**src/rtl/alu_arbiter.sv**
```systemverilog
// alu_arbiter: round-robin two-requester sequencer for the shared ripple ALU.
// Optional build macro ALU_ARB_OPCHECK_EN: opcodes 4, 5 and 7 are answered
// with rsp_err=1 on the edge after accept, without being driven onto the ALU.
module alu_arbiter #(
    parameter int SETTLE_CYCLES = 16
) (
    input  logic        clk,
    input  logic        rst_n,
    input  logic        req0_valid,
    output logic        req0_ready,
    input  logic [31:0] req0_a,
    input  logic [31:0] req0_b,
    input  logic [2:0]  req0_op,
    input  logic        req1_valid,
    output logic        req1_ready,
    input  logic [31:0] req1_a,
    input  logic [31:0] req1_b,
    input  logic [2:0]  req1_op,
    output logic        rsp_valid,
    input  logic        rsp_ready,
    output logic        rsp_id,
    output logic [31:0] rsp_out,
    output logic        rsp_zero,
    output logic        rsp_over,
    output logic        rsp_err,
    output logic [31:0] alu_a,
    output logic [31:0] alu_b,
    output logic [2:0]  alu_op,
    input  logic [31:0] alu_out,
    input  logic        alu_zero,
    input  logic        alu_over,
    output logic        busy
);
    typedef enum logic [1:0] {IDLE, WAIT, RESP} state_t;
    state_t      state_q;
    logic [7:0]  cnt_q;
    logic        last_q;
    logic        gnt0, gnt1, acc;
    logic [31:0] a_d, b_d;
    logic [2:0]  op_d;
`ifdef ALU_ARB_OPCHECK_EN
    logic        err_q, rsp_err_q, illegal_d;
    assign rsp_err = rsp_err_q;
`else
    assign rsp_err = 1'b0;
`endif
    // grant favours the requester not served last when both are valid
    always_comb begin
        gnt0       = req0_valid & (~req1_valid | last_q);
        gnt1       = req1_valid & (~req0_valid | ~last_q);
        req0_ready = (state_q == IDLE) & gnt0 & rst_n;
        req1_ready = (state_q == IDLE) & gnt1 & rst_n;
        acc        = (req0_ready & req0_valid) | (req1_ready & req1_valid);
        a_d        = gnt1 ? req1_a : req0_a;
        b_d        = gnt1 ? req1_b : req0_b;
        op_d       = gnt1 ? req1_op : req0_op;
        busy       = state_q != IDLE;
`ifdef ALU_ARB_OPCHECK_EN
        illegal_d  = (op_d == 3'd4) | (op_d == 3'd5) | (op_d == 3'd7);
`endif
    end
    // sequencer: accept, wait for the ripple to settle, hold response until taken
    always_ff @(posedge clk) begin
        if (!rst_n) begin
            state_q   <= IDLE;
            cnt_q     <= 8'd0;
            last_q    <= 1'b1;
            alu_a     <= 32'd0;
            alu_b     <= 32'd0;
            alu_op    <= 3'd0;
            rsp_valid <= 1'b0;
            rsp_id    <= 1'b0;
            rsp_out   <= 32'd0;
            rsp_zero  <= 1'b0;
            rsp_over  <= 1'b0;
`ifdef ALU_ARB_OPCHECK_EN
            err_q     <= 1'b0;
            rsp_err_q <= 1'b0;
`endif
        end else begin
            case (state_q)
                IDLE: if (acc) begin
                    rsp_id  <= gnt1;
                    last_q  <= gnt1;
                    state_q <= WAIT;
`ifdef ALU_ARB_OPCHECK_EN
                    err_q   <= illegal_d;
                    cnt_q   <= illegal_d ? 8'd1 : 8'(SETTLE_CYCLES);
                    if (!illegal_d) begin
                        alu_a  <= a_d;
                        alu_b  <= b_d;
                        alu_op <= op_d;
                    end
`else
                    cnt_q   <= 8'(SETTLE_CYCLES);
                    alu_a   <= a_d;
                    alu_b   <= b_d;
                    alu_op  <= op_d;
`endif
                end
                WAIT: begin
                    cnt_q <= cnt_q - 8'd1;
                    if (cnt_q == 8'd1) begin
                        state_q   <= RESP;
                        rsp_valid <= 1'b1;
`ifdef ALU_ARB_OPCHECK_EN
                        rsp_out   <= err_q ? 32'd0 : alu_out;
                        rsp_zero  <= ~err_q & alu_zero;
                        rsp_over  <= ~err_q & alu_over;
                        rsp_err_q <= err_q;
`else
                        rsp_out   <= alu_out;
                        rsp_zero  <= alu_zero;
                        rsp_over  <= alu_over;
`endif
                    end
                end
                RESP: if (rsp_ready) begin
                    rsp_valid <= 1'b0;
                    state_q   <= IDLE;
                end
                default: state_q <= IDLE;
            endcase
        end
    end
endmodule

```
**config.mk**
```make
export PLATFORM = sky130hd
export DESIGN_NAME = alu_arbiter
export DESIGN_NICKNAME = d
export VERILOG_FILES = /design/src/rtl/alu_arbiter.sv
export SDC_FILE = /design/constraint.sdc
export NUM_CORES = 1
export LEC_CHECK = 0
export CAP_MARGIN = 5
export CORE_UTILIZATION = 34
export DETAILED_ROUTE_END_ITERATION = 16
export PLACE_DENSITY = 0.77
export SKIP_LAST_GASP = 1
export SYNTH_ARGS = -nofsm -noshare
export SYNTH_HDL_FRONTEND = slang
export SYNTH_SLANG_ARGS = --single-unit
export TNS_END_PERCENT = 100
```
**constraint.sdc**
```tcl
create_clock -name clk -period 1.44 [get_ports clk]
set_input_delay 0.288 -clock clk [delete_from_list [all_inputs] [get_ports clk]]
set_output_delay 0.288 -clock clk [all_outputs]
set_load 0.05 [all_outputs]
```
==> qor.csv <==
metric,value,unit
result of the run,"finished, violations left",
failing checks,setup timing,
initial antenna violation count,0,
area share of the leading cell type in the synthesized netlist,0.481,
VDD IR max,0.000715,V
largest net degree at the start of global routing,103,
Fin Clk Skew,9.35,ps
IO Count,280,
Arrival @ worst endpoint,1530,ps
Tot Pwr,11.8,mW
worst hold path startpoint,alu_zero,
Required @ worst endpoint,1150,ps
RSZ-0062 raised after global routing,yes,
fin crit share,1.26,
drt via density,5.33,
half-perimeter wire length after placement,11700,µm
synthesized instance count,616,
worst-case register-to-register setup slack,-350,ps
max-slew violation total from the final report,0,
Rel. slew slack,0.624,
master of the slowest instance on the critical path,sky130_fd_sc_hd__or3b_4,
leakage power summed over all cells,4.23,nW
vias in the first global route,5688,
die outline width,120,µm
final core utilization,0.806,
Worst Hold Margin,429,ps
"Reg clk slew, reported paths",50,ps
measured slew at the worst slew-check pin,564,ps
Total Nets Final,1097,
remaining antenna violation count,0,
antenna diode instance count,0,
Hold Path Cell Cnt,3,
synth unique cells,36,
fraction of registers with async set or reset after synthesis,0,
Tot GR Track Use,0.261,
classification of the worst-slack hold path,in -> reg,
most area-consuming cells after synthesis,"sky130_fd_sc_hd__dfxtp_1 48%, sky130_fd_sc_hd__nand2_1 14%, sky130_fd_sc_hd__a31oi_1 9.2%",
post-placement setup slack,-286,ps
Placeable Area,13400,µm²
worst reg2reg startpoint,state_q[0],
placed cell areas,8810,µm²
type of element capturing the critical path,output port,
Post-Synthesis Mean Instance Area,7.70,µm²
remaining design rule violation count,0,
fraction of layout instances using a drive strength above 1,0.295,
synthesis-to-finish area growth,128,%
Post-Syn Area,4740,µm²
cells on worst reg2reg path,8,
count of yosys warnings during synthesis,0,
Seq cells post-synth,114,
crit path buf inv count,2,
level count of the clock H-tree,4,
top-count cell post-synth,sky130_fd_sc_hd__nand2_1,
TritonCTS clock tree,built,
post-route cell area,10800,µm²
Die Footprint,14400,µm²
Final WS setup,-380,ps
endpoint of the worst hold path,rsp_zero,
f_max,0.550,GHz
"critical path, cell by cell",or3b_4 > buf_6 > nor2_4 > buf_12,
commonest cells in the netlist,"183 x sky130_fd_sc_hd__nand2_1, 114 x sky130_fd_sc_hd__dfxtp_1, 76 x sky130_fd_sc_hd__o21ai_1",
number of standard-cell rows in the floorplan,42,
count of buffers from port buffering,278,
Vert. Die Dim,120,µm
Inserted Clock Buffers,17,
via count,5910,
element type at the critical path start,register,
cell family contributing the most delay on the critical path,simple AND/OR/NAND/NOR gates,
final hold violation count,0,
biggest fanout along the worst timing path,2,
critical path's largest stage delay,410,ps
DRT Wirelength,21500,µm
routed length per instance,19.4,µm
minimum clock period after layout,1820,ps
areal power density over the cells,1090,nW/µm²
Maximum Capacitance Violations,0,
number of synthesized flops with an enable pin,0,
Routability Congestion,0.775,
global-route wire length before repair,29100,µm
Post-CTS Hold Fix Bufs,0,
total clock sinks,114,
cell at the root of the clock tree,sky130_fd_sc_hd__clkbuf_16,
Mapped Nets,791,
share of synthesized area occupied by flip-flops and latches,0.481,
total of endpoints with negative setup slack in the final report,81,
primary flip-flop cell chosen by synthesis mapping,sky130_fd_sc_hd__dfxtp_1,
Longest Clk Path Bufs,2,
clock latency reported for the late side of the worst-skew pair,410,ps
number of iterations in the first detailed-routing pass,4,
detailed router's first-iteration violation count,325,
overflow left after global routing,0,
"area leader, netlist",sky130_fd_sc_hd__dfxtp_1,
reg2reg end,alu_b[13],
Worst Setup Path Type,reg -> out,
Initial Utilization,0.354,
layer usage:
layer	track usage	vias up	wire, µm
li1	-	2753	-
met2	0.454	298	11200
met4	0.136	0	828
met1	0.276	2790	7790
met3	0.0941	69	1730
met5	0	-	0
power breakdown:
part | leakage, nW | total, mW | internal (mW) | switching, mW
sequential | 0.936 | 3.67 | 3.39 | 0.275
combinational | 2.99 | 3.73 | 1.95 | 1.78
clock | 0.302 | 4.40 | 2.98 | 1.43
kinds of logic (layout without fill, tap and decap cells):
logic type | count (synthesis) | in the layout | synth area share
adder cells (fa/ha/maj) | 2 | 2 | 0.00527
XOR/XNOR | 1 | 1 | 0.00185
other | 1 | 1 | 0.000790
buffers and inverters | 60 | 377 | 0.0657
flip-flops | 114 | 114 | 0.481
AO/OA/AOI/OAI | 194 | 194 | 0.229
AND/OR/NAND/NOR | 244 | 244 | 0.216
area by class of cell:
cell class / count / area, µm²
timing repair buffer: 342 / 5010
multi-input combinational: 442 / 2640
fill: 733 / 2610
sequential: 114 / 2290
clock buffer: 26 / 519
tap: 176 / 220
clock inverter: 4 / 95.1
inverter: 5 / 18.8
flip-flops by register name, indices dropped and copies added (netlist names):
name / flops
alu_b: 32
rsp_over: 1
rsp_valid: 1
last_q: 1
cnt_q: 8
state_q: 2
alu_a: 32
rsp_zero: 1
rsp_id: 1
rsp_out: 32
alu_op: 3
timing repair:
item | in CTS | in global routing
pin swaps | 5 | 5
setup endpoints to repair | 71 | 107
gates resized for setup | 30 | 107
gates cloned | 12 | 15
buffers inserted | 11 | 4
hold endpoints to repair | 0 | 0
cells in the final DEF (no fill, tap or decap), drive strengths merged:
cell and n:
buf 159, nand2 183, or3b 1, nor3b 1, a21boi 4, dfxtp 114
nand4 1, nor2b 3, dlymetal6s2s 1, nor2 9, clkinv 1, a31oi 70
o211a 1, a21o 1, nand4b 1, bufinv 3, a22oi 1, and3 2
nand2b 3, a21oi 4, ha 2, conb 1, nand3 35, nor3 3
o31ai 1, o21ai 109, and2 1, inv 5, xor2 1, clkdlybuf4s50 170
nor4 1, clkbuf 38, o311ai 1, o21a 1, o22ai 1
worst register-to-register path, delay by kind of cell (launching register included):
kind | cells | cell delay, ps
flip-flops | 1 | 320
AND/OR/NAND/NOR | 2 | 580
buffers and inverters | 5 | 690
AO/OA/AOI/OAI | 1 | 80
metrics by stage:
step                      instances  setup TNS, ps
final                          1109         -20040
after global routing           1109         -25160
after CTS                      1092         -19850
after detailed placement       1040         -18380
after global placement         1040         -16350
after floorplan                 616           -222
how the worst max path moves through the flow:
| stage | start | end | slack (ps) | cells past startpoint |
|---|---|---|---|---|
| 6_report | state_q[0] | req0_ready | -380 | 4 |
| 2_1_floorplan | state_q[1] | req0_ready | -110 | 3 |
| 5_1_grt | state_q[0] | req0_ready | -420 | 4 |
| 3_5_place_dp | req0_valid | cnt_q[1] | -290 | 6 |
| 3_3_place_gp | req0_valid | cnt_q[1] | -270 | 6 |
| 4_1_cts | state_q[1] | req0_ready | -380 | 4 |
Power figures use the tool's default switching activity.
